$ cat src/rtl/shift_pkg.sv
// Shared types and defaults for the serial shifter link (transmitter and receiver).
package shift_pkg;

    typedef enum logic {IDLE, SHIFT} rx_state_t;

    localparam int SHIFT_WIDTH_DEFAULT = 8;

endpackage

$ cat src/rtl/shift_s_to_p_rx_if.sv
// Serial-in / parallel-out bus of the receiver; master drives the link and consumer side.
interface shift_s_to_p_rx_if
    import shift_pkg::*;
#(
    parameter int WIDTH = SHIFT_WIDTH_DEFAULT
);
    logic             sIn;
    logic             bitEn;
    logic             start;
    logic             dataReady;
    logic             clrErr;
    logic [WIDTH-1:0] data;
    logic             dataValid;
    logic             busy;
    logic             overrun;
    logic             frameErr;

    modport master (
        output sIn, bitEn, start, dataReady, clrErr,
        input  data, dataValid, busy, overrun, frameErr
    );

    modport slave (
        input  sIn, bitEn, start, dataReady, clrErr,
        output data, dataValid, busy, overrun, frameErr
    );

endinterface

$ cat src/rtl/shift_s_to_p_rx.sv
// Serial-to-parallel receiver: MSB-first framed bitstream into a double-buffered word
// with valid/ready handshake and sticky overrun / framing-error flags.
module shift_s_to_p_rx
    import shift_pkg::*;
#(
    parameter int WIDTH = SHIFT_WIDTH_DEFAULT
) (
    input  logic              Clock,
    input  logic              rst,
    shift_s_to_p_rx_if.slave  bus
);

    localparam int CW = $clog2(WIDTH + 1);

    rx_state_t        state, state_n;
    logic [CW-1:0]    cnt, cnt_n;
    logic [WIDTH-1:0] shreg, shreg_n;
    logic             done, ferr_set, ovr_set;

    logic [WIDTH-1:0] data_q;
    logic             valid_q, ovr_q, ferr_q;

    always_ff @(posedge Clock) begin
        if (rst) begin
            state <= IDLE;
            cnt   <= '0;
            shreg <= '0;
        end else begin
            state <= state_n;
            cnt   <= cnt_n;
            shreg <= shreg_n;
        end
    end

    // On completion shreg_n already holds the finished word, so it feeds the output buffer directly.
    always_comb begin
        state_n  = state;
        cnt_n    = cnt;
        shreg_n  = shreg;
        done     = 1'b0;
        ferr_set = 1'b0;
        if (bus.bitEn) begin
            if (state == IDLE) begin
                if (bus.start) begin
                    state_n = SHIFT;
                    cnt_n   = CW'(1);
                    shreg_n = WIDTH'(bus.sIn);
                end
            end else if (bus.start) begin
                ferr_set = 1'b1;
                cnt_n    = CW'(1);
                shreg_n  = WIDTH'(bus.sIn);
            end else begin
                shreg_n = {shreg[WIDTH-2:0], bus.sIn};
                if (cnt == CW'(WIDTH - 1)) begin
                    done    = 1'b1;
                    state_n = IDLE;
                    cnt_n   = '0;
                end else begin
                    cnt_n = cnt + CW'(1);
                end
            end
        end
    end

    assign ovr_set = done && valid_q && !bus.dataReady;

    always_ff @(posedge Clock) begin
        if (rst) begin
            data_q  <= '0;
            valid_q <= 1'b0;
            ovr_q   <= 1'b0;
            ferr_q  <= 1'b0;
        end else begin
            if (done && (!valid_q || bus.dataReady)) begin
                data_q  <= shreg_n;
                valid_q <= 1'b1;
            end else if (!done && valid_q && bus.dataReady) begin
                valid_q <= 1'b0;
            end
            // A new error event on the same edge as clrErr leaves the flag set.
            ovr_q  <= (ovr_q  && !bus.clrErr) || ovr_set;
            ferr_q <= (ferr_q && !bus.clrErr) || ferr_set;
        end
    end

    always_comb begin
        bus.data      = data_q;
        bus.dataValid = valid_q;
        bus.busy      = (state == SHIFT);
        bus.overrun   = ovr_q;
        bus.frameErr  = ferr_q;
    end

endmodule

$ cat src/flat_wrapper.sv
// flat-port wrapper written by rule: the top's interface ports become plain ports
module shift_s_to_p_rx_flat import shift_pkg::*;
#(
    parameter int WIDTH = SHIFT_WIDTH_DEFAULT
)
  (Clock, rst, bus_sIn, bus_bitEn, bus_start, bus_dataReady, bus_clrErr, bus_data, bus_dataValid, bus_busy, bus_overrun, bus_frameErr);
  shift_s_to_p_rx_if #(.WIDTH(WIDTH)) bus_i ();
  input  logic Clock;
  input  logic rst;
  input wire logic [$bits(bus_i.sIn)-1:0] bus_sIn;
  input wire logic [$bits(bus_i.bitEn)-1:0] bus_bitEn;
  input wire logic [$bits(bus_i.start)-1:0] bus_start;
  input wire logic [$bits(bus_i.dataReady)-1:0] bus_dataReady;
  input wire logic [$bits(bus_i.clrErr)-1:0] bus_clrErr;
  output wire logic [$bits(bus_i.data)-1:0] bus_data;
  output wire logic [$bits(bus_i.dataValid)-1:0] bus_dataValid;
  output wire logic [$bits(bus_i.busy)-1:0] bus_busy;
  output wire logic [$bits(bus_i.overrun)-1:0] bus_overrun;
  output wire logic [$bits(bus_i.frameErr)-1:0] bus_frameErr;
  assign bus_i.sIn = bus_sIn;
  assign bus_i.bitEn = bus_bitEn;
  assign bus_i.start = bus_start;
  assign bus_i.dataReady = bus_dataReady;
  assign bus_i.clrErr = bus_clrErr;
  assign bus_data = bus_i.data;
  assign bus_dataValid = bus_i.dataValid;
  assign bus_busy = bus_i.busy;
  assign bus_overrun = bus_i.overrun;
  assign bus_frameErr = bus_i.frameErr;
  shift_s_to_p_rx #(.WIDTH(WIDTH)) u_core (.Clock(Clock), .rst(rst), .bus(bus_i));
endmodule
$ cat config.mk
export PLATFORM = sky130hd
export DESIGN_NAME = shift_s_to_p_rx_flat
export DESIGN_NICKNAME = d
export VERILOG_FILES = /design/src/rtl/shift_pkg.sv /design/src/rtl/shift_s_to_p_rx_if.sv /design/src/rtl/shift_s_to_p_rx.sv /design/src/flat_wrapper.sv
export SDC_FILE = /design/constraint.sdc
export NUM_CORES = 1
export LEC_CHECK = 0
export CAP_MARGIN = 20
export CORE_MARGIN = 2
export CORE_UTILIZATION = 44
export CTS_BUF_LIST = sky130_fd_sc_hd__clkbuf_8
export DETAILED_ROUTE_END_ITERATION = 12
export PLACE_DENSITY = 0.69
export SYNTH_ARGS = -nofsm -noshare
export SYNTH_HDL_FRONTEND = slang
export SYNTH_SLANG_ARGS = --single-unit
$ cat constraint.sdc
create_clock -name Clock -period 1.65 [get_ports Clock]
set_input_delay 0.33 -clock Clock [delete_from_list [all_inputs] [get_ports Clock]]
set_output_delay 0.33 -clock Clock [all_outputs]
set_load 0.02 [all_outputs]
==> flow_summary.toml <==
[outcome]
status = "finished clean"

[timing]
finalHoldViolCount = 0
slew_violations = 0
tightestPinTransition_ns = 0.375
skew_ns = 0.00482
rsz0062_at_grt = "no"
clock.fmax_mhz = 633
period_minus_slack_ns = 1.58
setup_viol = 0
max_slew_margin = 0.750
finalCritPeriodShare = 0.957

[floorplan]
dieArea_um2 = 2740
start_util = 0.465
row_count = 17
io_pins = 19
die_w_um = 52.4
core-area_um2 = 2210
die_h_um = 52.4

[worst_setup_path]
slowest_stage = "clkdlybuf4s50_1"
crit_chain = "clkdlybuf4s50_1 > buf_4 > inv_1 > or4_1 > a21oi_1"
criticalPathCategory = "in2reg"
required_ns = 1.85
cp_max_fo = 7
critPathLaunchType = "input pin"
slowest_delay_ns = 0.55
endpoint_kind = "flip-flop"
path_buf_inv = 3
cp_top_family = "buffers and inverters"
arrival_ns = 1.78

[routing]
final_antenna_net_count = 0
dr_total_vias = 910
drt-initial-drc-count = 16
drt_pre_antenna_iters = 4
wl_per_cell_um = 14.5
wirelength_um = 2400
via_per_inst = 5.52
drc_errors = 0

[place]
dpl.cell_count = 162
io_buffers = 18
post-dp-hpwl_um = 1760
gp_congestion = 0.797

[synthesis]
synth_most_common_cell = "dfxtp_1"
synthFlopType = "dfxtp_1"
yosys_warnings = 0
syn_area_um2 = 1030
synth_top_area_frac = 0.467
syn_inst = 113
ys_ff_latch = 24
netlist_top_cells_area = "dfxtp_1 (47%), nor2b_1 (7.9%), a221oi_1 (6.0%), a211oi_1 (5.8%), a31oi_1 (5.5%)"
ys_seq_area_frac = 0.467
synth_edf_count = 0
synth_common_cells = "dfxtp_1 (24), nor2b_1 (13), nor2_1 (12)"
yosysUniqueCellTypes = 28
synth_top_area_cell = "dfxtp_1"
synthArstFlopShare = 0
synth.avg_cell_area_um2 = 9.11
syn-num-nets = 121

[power]
power_density_nw_per_um2 = 756
swShare = 0.226
p_switching_w = 0.000230
p_comb_frac = 0.086
sequentialPowerShare = 0.579
peakVddDrop_mv = 0.655
internal_power_w = 0.000791
p_leak_nw = 0.505
p_clk_frac = 0.336

[grt]
grt_antenna_before_repair = 0
grt_pass1_vias = 879
grt_overflow = 0
grt_pass1_wl_um = 4020
track_usage = 0.198
grt_max_degree = 25

[clocking]
numCtsBuffers = 3
worstSkewPairLatency_ns = 0.27
postCtsSetupBuffers = 0
hold_buffers = 0
h-tree-depth = 1
cts.repair.resized = 1
cts_buffer_depth = 2
cts-root-buf = "clkbuf_8"
tritoncts = "yes"
cts_sinks = 24
clk_pin_slew_ns = 0.08

[cells_and_area]
final_cells = 165
nNetsFinal = 147
fillers = 190
fin_util = 0.610
register_area_um2 = 480
multi_input_area_um2 = 518
diodes = 0
area_growth_pct = 31.1
drive_gt1_frac = 0.146

[flow_run]
drv_cap = 0

[hold_path]
min_path_type = "reg2reg"
-- path summary, 6_finish.rpt --
| check | slack, ns | to | from | cells past startpoint |
|---|---|---|---|---|
| setup / recovery | 0.07 | u_core.cnt[2] | bus_bitEn | 5 |
| hold / removal | 0.49 | u_core.bus.overrun | u_core.bus.overrun | 2 |
| setup reg to reg | 0.13 | u_core.bus.data[4] | u_core.cnt[0] | 4 |
| hold reg to reg | 0.49 | u_core.bus.overrun | u_core.bus.overrun | 2 |
-- sequential cells by signal, summed over array words and instances (netlist names) --
register,count
u_core.bus.data,8
u_core.bus.dataValid,1
u_core.bus.busy,1
u_core.bus.overrun,1
u_core.cnt,4
u_core.bus.frameErr,1
u_core.shreg,8
-- layout make-up --
| type | instances | share of cell area |
|---|---|---|
| timing repair buffer | 30 | 0.201 |
| multi-input combinational | 79 | 0.384 |
| clock buffer | 3 | 0.0306 |
| tap | 28 | 0.0260 |
| sequential | 24 | 0.356 |
| inverter | 1 | 0.00278 |
-- cell families (layout without fill, tap and decap cells) --
kind of cell	after synthesis	count (layout)	share of synthesized area
AND/OR/NAND/NOR	42	42	0.233
multiplexers	2	2	0.0207
flip-flops	24	24	0.467
AO/OA/AOI/OAI	34	34	0.228
adder cells (fa/ha/maj)	1	1	0.0121
buffers and inverters	10	34	0.0389
-- tightest hold or removal path, delay by kind of cell, from the launching register on --
family	cells	cell delay, ns
AND/OR/NAND/NOR	1	0.07
AO/OA/AOI/OAI	1	0.06
flip-flops	1	0.32
-- power by group through the flow --
stage | clock (W) | sequential (W) | combinational (W)
6_report | 0.000343 | 0.000591 | 0.0000875
5_1_grt | 0.000381 | 0.000592 | 0.0000952
4_1_cts | 0.000352 | 0.000590 | 0.0000863
3_5_place_dp | 0 | 0.000604 | 0.0000872
3_3_place_gp | 0 | 0.000604 | 0.0000854
2_1_floorplan | 0 | 0.000605 | 0.0000383
-- through the flow --
step	power, W	area [um^2]	setup TNS, ns	setup slack [ns]	hold slack [ns]
global placement	0.000689	1300	-1.95	-0.163	0.460
finish	0.00102	1350	0	0.0704	0.492
CTS	0.00103	1340	0	0.0721	0.502
global route	0.00107	1350	0	0.00384	0.514
detailed placement	0.000691	1300	-2.38	-0.201	0.488
floorplan	0.000644	1030	0	0.260	0.403
-- layer usage --
layer / track usage / vias to the layer above / part of all wire / routed length, um
li1: - / 463 / - / -
met1: 0.245 / 433 / 0.46 / 1100
met2: 0.346 / 12 / 0.51 / 1210
met3: 0.0600 / 2 / 0.033 / 80
met4: 0.0256 / 0 / 0.0029 / 7
met5: 0 / - / 0 / 0
-- cell usage in the layout, fill, tap and decap left out --
| cell type | synthesis | final |
|---|---|---|
| a211oi_1 | 8 | 8 |
| a21bo_2 | 1 | 1 |
| a21oi_1 | 6 | 6 |
| a221oi_1 | 7 | 6 |
| a221oi_2 | 0 | 1 |
| a22oi_1 | 1 | 1 |
| a31oi_1 | 9 | 9 |
| and2_1 | 1 | 1 |
| and2b_1 | 2 | 2 |
| and3_1 | 1 | 1 |
| and3b_1 | 1 | 1 |
| and3b_2 | 1 | 1 |
| buf_4 | 0 | 12 |
| clkbuf_8 | 0 | 3 |
| clkdlybuf4s50_1 | 0 | 16 |
| dfxtp_1 | 24 | 24 |
| dlygate4sd2_1 | 0 | 1 |
| dlymetal6s2s_1 | 0 | 1 |
| ha_1 | 1 | 1 |
| inv_1 | 1 | 1 |
| mux2_2 | 1 | 1 |
| mux2i_1 | 1 | 1 |
| nand2_1 | 4 | 4 |
| nand2b_1 | 2 | 2 |
| nand3_1 | 1 | 1 |
| nand4b_1 | 2 | 2 |
| nor2_1 | 12 | 11 |
| nor2_2 | 0 | 1 |
| nor2b_1 | 13 | 13 |
| o21ai_0 | 2 | 2 |
| or4_1 | 1 | 1 |
| or4b_1 | 1 | 1 |
No activity file was read; power rests on OpenSTA's default activity.
